==> config.mk <==
export PLATFORM = sky130hd
export DESIGN_NAME = mac_row_flex
export DESIGN_NICKNAME = d
export VERILOG_FILES = /design/src/rtl/mac_row_flex.sv
export SDC_FILE = /design/constraint.sdc
export NUM_CORES = 2
export LEC_CHECK = 0
export BUFFER_PORTS_ARGS = -buffer_cell sky130_fd_sc_hd__buf_2
export CORE_UTILIZATION = 26
export DETAILED_ROUTE_END_ITERATION = 8
export HOLD_SLACK_MARGIN = 0.08
export PLACE_DENSITY_LB_ADDON = 0.25
export RECOVER_POWER = 100
export SYNTH_ARGS = -nofsm -noshare
export SYNTH_HDL_FRONTEND = slang
export SYNTH_SLANG_ARGS = --single-unit
==> constraint.sdc <==
create_clock -name clk -period 8.15 [get_ports clk]
set_input_delay 1.63 -clock clk [delete_from_list [all_inputs] [get_ports clk]]
set_output_delay 1.63 -clock clk [all_outputs]
set_load 0.01 [all_outputs]
==> src/rtl/mac_row_flex.sv <==
// Systolic MAC row with weight-stationary and output-stationary dataflows.
// Activations skew east one column per cycle; OS results leave on drain.
module mac_row_flex #(
  parameter int bw      = 4,
  parameter int psum_bw = 16,
  parameter int col     = 8
) (
  input  logic                   clk,
  input  logic                   reset,
  input  logic [bw-1:0]          in_w,
  input  logic [1:0]             inst_w,
  input  logic                   mode,
  input  logic                   drain,
  input  logic [psum_bw*col-1:0] in_n,
  output logic [psum_bw*col-1:0] out_s,
  output logic [col-1:0]         valid,
  output logic                   busy
);

  logic [col-1:0][bw-1:0]      a_q, w_q, wn_q;
  logic [col-1:0][bw-1:0]      west_a, wt;
  logic [col-1:0][1:0]         inst_q, west_i;
  logic [col-1:0][psum_bw-1:0] c_q, dr_q, nb, pr;
  logic [col-1:0]              load_ready;
  logic                        mode_q, drain_q;

  // unsigned activation times signed weight, wrapped to psum_bw
  function automatic logic [psum_bw-1:0] mul(
    input logic [bw-1:0] a,
    input logic [bw-1:0] w
  );
    logic [psum_bw-1:0] ea, ew;
    ea = {{(psum_bw-bw){1'b0}}, a};
    ew = {{(psum_bw-bw){w[bw-1]}}, w};
    return ea * ew;
  endfunction

  always_comb begin
    west_a = {a_q[col-2:0], in_w};
    west_i = {inst_q[col-2:0], inst_w};
    nb = '0;
    wt = '0;
    pr = '0;
    for (int j = 0; j < col; j++) begin
      nb[j] = in_n[j*psum_bw +: psum_bw];
      wt[j] = in_n[j*psum_bw +: bw];
      pr[j] = mul(west_a[j], mode_q ? in_n[j*psum_bw +: bw] : w_q[j]);
    end
  end

  assign busy = (|inst_q) | drain_q;

  always_comb begin
    out_s = '0;
    valid = '0;
    for (int j = 0; j < col; j++) begin
      if (mode_q) begin
        out_s[j*psum_bw +: psum_bw] = drain_q ? dr_q[j]
          : {{(psum_bw-bw){1'b0}}, wn_q[j]};
        valid[j] = drain_q;
      end else begin
        out_s[j*psum_bw +: psum_bw] = c_q[j];
        valid[j] = inst_q[j][1];
      end
    end
  end

  always_ff @(posedge clk) begin
    if (reset) begin
      a_q        <= '0;
      w_q        <= '0;
      wn_q       <= '0;
      inst_q     <= '0;
      c_q        <= '0;
      dr_q       <= '0;
      load_ready <= '1;
      mode_q     <= 1'b0;
      drain_q    <= 1'b0;
    end else begin
      if (!busy && inst_w == 2'b00 && !drain)
        mode_q <= mode;
      drain_q <= drain & mode_q;
      for (int j = 0; j < col; j++) begin
        inst_q[j][1] <= west_i[j][1];
        if (west_i[j][1])
          a_q[j] <= west_a[j];
        if (!mode_q) begin
          inst_q[j][0] <= 1'b0;
          if (west_i[j][0]) begin
            if (load_ready[j]) begin
              w_q[j]        <= west_a[j];
              load_ready[j] <= 1'b0;
            end else begin
              a_q[j]       <= west_a[j];
              inst_q[j][0] <= 1'b1;
            end
          end
          if (west_i[j][1])
            c_q[j] <= nb[j] + pr[j];
        end else begin
          inst_q[j][0] <= 1'b0;
          if (west_i[j][1])
            wn_q[j] <= wt[j];
          // a coinciding execute starts the fresh accumulation
          if (drain) begin
            dr_q[j] <= c_q[j];
            c_q[j]  <= west_i[j][1] ? pr[j] : '0;
          end else if (west_i[j][1]) begin
            c_q[j] <= c_q[j] + pr[j];
          end
        end
      end
    end
  end

endmodule

Word level (Yosys, flattened, before mapping):

Index checks and enable logic that the tools add are counted.

* $add $sub $neg: 16
* multiply operators: 8
* divide/modulo/power cells: 0
* $lt $le $gt $ge: 0
* equal/unequal tests: 0
* shift operators: 0
* mux-type cells: 108
* bitwise operators: 11
* reductions and logical operators: 63

Operators by type and width (number)
* 16-bit two-way mux: 56
* 16-bit adder: 16
* 4-bit two-way mux: 36
* 5-bit by 4-bit multiplier with 9-bit output: 8
* 2-bit AND reduction: 25
* 2-bit nonzero test: 16
* 3-bit AND reduction: 8
* 3-bit OR reduction: 8
* 1-bit two-way mux: 16
* 16-bit OR reduction: 1
* 1-bit NOT: 9
* 1-bit logical AND: 2
* 1-bit logical NOT: 2
* 2-bit logical NOT: 1
* 1-bit bitwise AND: 1
* 1-bit OR: 1

* bits in registers: 374
* latch bits: 0
* bits in writable memories: 0
* bits in read-only memories: 0
* input bits: 138
* output and inout port bits: 137
* memories kept: 0

Depth between registers and ports, before layout:

* depth in word-level cells: 6
* depth in mapped cells: 27
* depth with buffers taken out: 24

Worst setup path before layout:

Ideal clock, no wire load.

* path type: input to register
* from: input port in_n[67]
* to: register c_q[79] in the netlist's numbering
* arrival: 6.907 ns
* required time: 8.034 ns
* path slack: 1.127 ns
* stages: 22
* buffers on the path: 1
* cell sequence: mux2i_1 or2_2 fa_1 fa_1 fa_1 inv_1 ha_1 a21o_1 a21oi_1 o21bai_1 a21oi_1 xnor2_1 clkbuf_1 ha_1 a21o_1 o21ba_2 o221ai_1 o211ai_1 o21ai_0 xnor2_1 a32o_1 a31o_2

* word-level cells in the longest chain between the ends: 6

Ends and longest elaborated chain
* start: declaration: line 14 `input logic [psum_bw*col-1:0] in_n,`
* 4-bit two-way mux: line 47 `pr[j] = mul(west_a[j], mode_q ? in_n[j*psum_bw +: bw] : w_q[j]);`
* 5-bit by 4-bit multiplier with 9-bit output: line 35 `return ea * ew;`
* 16-bit adder: line 109 `c_q[j] <= c_q[j] + pr[j];`
* 16-bit two-way mux: line 108 `end else if (west_i[j][1]) begin`
* 16-bit two-way mux: line 105 `if (drain) begin`
* 16-bit two-way mux (*): line 87 `if (!mode_q) begin`
* end signal: indexed assignment: line 99 `c_q[j] <= nb[j] + pr[j];`
* end signal: indexed assignment: line 107 `c_q[j] <= west_i[j][1] ? pr[j] : '0;`
* end signal: indexed assignment: line 109
* end: declaration: line 23 `logic [col-1:0][psum_bw-1:0] c_q, dr_q, nb, pr;`

Every way passes the cells marked *; elsewhere a longest branch is shown, timed or not. The select of a mux whose other input is x is not followed.
A chain may end at the register's enable or synchronous reset.

Worst setup path after layout:

* from: register mode_q
* to: output port valid[2]

* word-level cells in the longest chain between the ends: 1

Ends and longest elaborated chain
* start: declaration: line 25 `logic mode_q, drain_q;`
* start signal: assignment: line 81 `mode_q <= mode;`
* 1-bit two-way mux: line 57 `if (mode_q) begin`
* end: declaration: line 16 `output logic [col-1:0] valid,`

Every way passes these cells.

==> flow_summary_export.csv <==
group,metric,value,unit
global_route,grt_overflow,0,
floorplan,start_util,26.3,%
setup_path,cpLargestDelayFamily,"buffers and inverters",
sta,holdWs,452,ps
outcome,failed_checks,"capacitance limit, slew limit",
cts,htreeDepth,2,
floorplan,die_w,353,um
synthesis,syn-cell-area,32000,sq um
route,vias,29800,
sta,skew,32.8,ps
sta,worstMarginPinSlew,3970,ps
route,drtIter0Drc,1610,
setup_path,critPathBufInv,4,
sta,setup-tns-final,0,ps
cts,clockRootBuffer,"clkbuf_16",
floorplan,ios,275,
power,peakVddDrop,152,uV
placed_design,gp_congestion,0.840,
synthesis,synthArstFlopShare,0,%
setup_path,cp_data_arrival_time,5750,ps
floorplan,core-area,122000,sq um
synthesis,synth.distinct_cells,74,
route,drt.antenna.violating_nets,0,
setup_path,endpoint_kind,"output port",
setup_path,r2r_cells,22,
placed_design,dpl.hpwl,76700,um
route,drc_errors,0,
synthesis,synth_edf_count,0,
hold_path,min_path_cells,2,
global_route,grt_pass1_vias,28800,
cells_and_area,final_area,36700,sq um
synthesis,postSynthCellCount,4186,
cts,clockBufferDepth,3,
power,power.leakage,0.0159,uW
setup_path,critPathMostFrequentCell,"nand2_1",
setup_path,worstPathMaxFanout,56,
global_route,grt_pass1_wl,167000,um
synthesis,yosysWarnings,0,
sta,fmaxAchievable,0.136,GHz
synthesis,synthTopCellsByArea,"dfxtp_1, ha_1, a21oi_1",
sta,period_share,90.5,%
run,maxCapViolCount,11,
global_route,grt.total_usage,16.8,%
cells_and_area,final_util,30.1,%
sta,timing.slew.headroom,-165,%
cts,cts_made_buffers,52,
global_route,grt_max_degree,111,
floorplan,dieArea,124000,sq um
cts,cts.reportedPaths.clkPinSlew,60,ps
route,wl,107000,um
route,via_per_inst,4.94,
setup_path,cp.required,6520,ps
cts,post_cts_buffers,0,
floorplan,die_y,353,um
cts,clock_sinks,374,
route,avgRoutedWirePerCell,17.8,um
cells_and_area,drive_gt1_share,7.82,%
synthesis,yosysSeqAreaShare,23.4,%
synthesis,synth.avg_cell_area,7.64,sq um
synthesis,yosysTopAreaCell,"dfxtp_1",
cts,cts.repair.resized,0,
synthesis,synth_flop_cell,"dfxtp_1",
cts,tritoncts,"built",
synthesis,synth_seq_cells,374,
placed_design,io_buffers,274,
synthesis,syn_nets,4764,
hold_path,hold-path-endpoint,"dr_q[107]",
synthesis,synth_commonest_cells,"nand2_1, a21oi_1, ha_1",
sta,finalSetupViolations,0,
setup_path,r2r_start,"mode_q",
synthesis,synth_top_area_share,23.4,%
global_route,antenna_found_initial,11,
placed_design,placed_area,35100,sq um
sta,rsz0062_at_grt,"false",
setup_path,slowest_stage,"dlymetal6s4s_1",
cts,clock_latency,650,ps
cells_and_area,final_nets,4935,
outcome,outcome,"complete, but fails checks",
setup_path,cpPeakStageDelay,2650,ps
cts,postCtsHoldBufs,0,
cells_and_area,fillers,13300,
sta,timing.final.ws_setup,770,ps
setup_path,cp-start-kind,"register",
synthesis,yosysMostFrequentCell,"nand2_1",
setup_path,rrSetupSlack,970,ps
sta,period_needed,7380,ps
sta,drv_slew,548,
power,power_density,140,nW/um^2
route,firstDrtPassIters,7,
cells_and_area,area_growth,14.6,%
floorplan,rows,128,
hold_path,min-delay-start,"dr_q[107]",
setup_path,crit_chain,"buf_12 -> clkinv_2 -> dlymetal6s4s_1 -> nand2_1 -> nand2_1 -> clkbuf_1",
hold_path,worstHoldPathType,"reg2reg",
setup_path,reg2reg_to,"c_q[93]",
placed_design,place_worst_setup_slack,560,ps
setup_path,path_class,"reg2out",
setup_path,cp.depth,6,
sta,finalHoldViolations,0,
-- per-stage QoR --
step / total power [uW] / std cells
3_5_place_dp: 2730 / 5928
3_3_place_gp: 2730 / 5928
4_1_cts: 5250 / 6024
2_1_floorplan: 2460 / 4186
5_1_grt: 5370 / 6024
6_report: 5130 / 6025
-- worst reg2reg max path, delay by kind of cell (launching register included) --
kind	cells	cell delay, ps
AOI/OAI and AO/OA	9	2030
xor gates and xnor gates	2	320
adders and majority gates	5	2020
buffers and inverters	3	1050
DFF	1	680
muxes	1	580
and+or+nand+nor	2	390
-- registers in the layout, indices dropped and copies added (netlist names) --
register	cells
inst_q	16
dr_q	128
mode_q	1
wn_q	32
drain_q	1
w_q	32
load_ready	8
c_q	128
a_q	28
-- worst max path at each step --
stage | start | end | slack (ps)
floorplan | in_n[67] | c_q[79] | 1130
global placement | in_n[99] | c_q[109] | 680
detailed placement | in_n[99] | c_q[109] | 560
CTS | in_n[51] | c_q[62] | 1280
global route | mode_q | c_q[44] | 380
finish | mode_q | valid[2] | 770
-- where the power goes --
group / internal (uW) / switching (uW) / leakage [uW]
Clock: 1490 / 964 / 0.000895
Sequential: 1860 / 44.7 / 0.00303
Combinational: 288 / 481 / 0.0120
Total: 3640 / 1490 / 0.0159
-- logic make-up (layout without fill, tap and decap cells) --
logic type	after synthesis	after routing	share of synthesized area [%]
DFF	374	374	23.4
xor gates and xnor gates	242	242	6.62
muxes	151	151	4.79
buffers and inverters	469	682	5.50
adders and majority gates	440	440	18.5
AOI/OAI and AO/OA	1158	1158	22.3
and+or+nand+nor	1352	1352	18.9
other	0	1	0
-- area by class of cell --
type                    instances  area (sq um)  area share (%)
diodes                          1          2.50         0.00683
inverters                     262           985            2.69
multi-input cells            3343         22800            62.1
well taps                    1625          2030            5.55
flip-flops and latches        374          7490            20.4
repair buffers                324          1560            4.25
clock inverters                25           340           0.928
clock buffers                  71          1470            4.02
-- layout by cell type, fill, tap and decap left out, types with 14 or more instances in the layout --
cell	Yosys	routed
and3_1	15	15
a31o_2	16	16
nand4_1	14	14
or2_2	22	22
buf_4	0	27
nand2b_1	35	35
a21oi_1	464	464
nor3_1	55	55
clkbuf_1	177	150
xnor2_1	156	153
clkbuf_16	0	52
a21o_1	83	83
inv_1	260	261
o21ai_0	236	236
nand2_1	558	557
nor3b_1	16	16
mux2_2	17	14
and2_1	34	33
fa_1	56	56
o211ai_1	73	73
nor2_1	317	316
ha_1	384	384
buf_2	0	150
a31oi_1	33	33
xor2_1	86	86
o21bai_1	48	48
dfxtp_1	374	372
a211oi_1	55	55
nand3_1	187	187
mux2i_1	134	134
nor2b_1	39	39
nand3b_1	20	20
-- per-layer routing --
| metal | wire, um | vias up | GRT usage (%) |
|---|---|---|---|
| met3 | 4170 | 119 | 2.21 |
| met1 | 52100 | 14000 | 23.1 |
| li1 | - | 15100 | - |
| met2 | 48800 | 509 | 27.7 |
| met5 | 71 | - | 0 |
| met4 | 2060 | 10 | 3.90 |
Note: power is estimated with default switching activity, not from simulation.
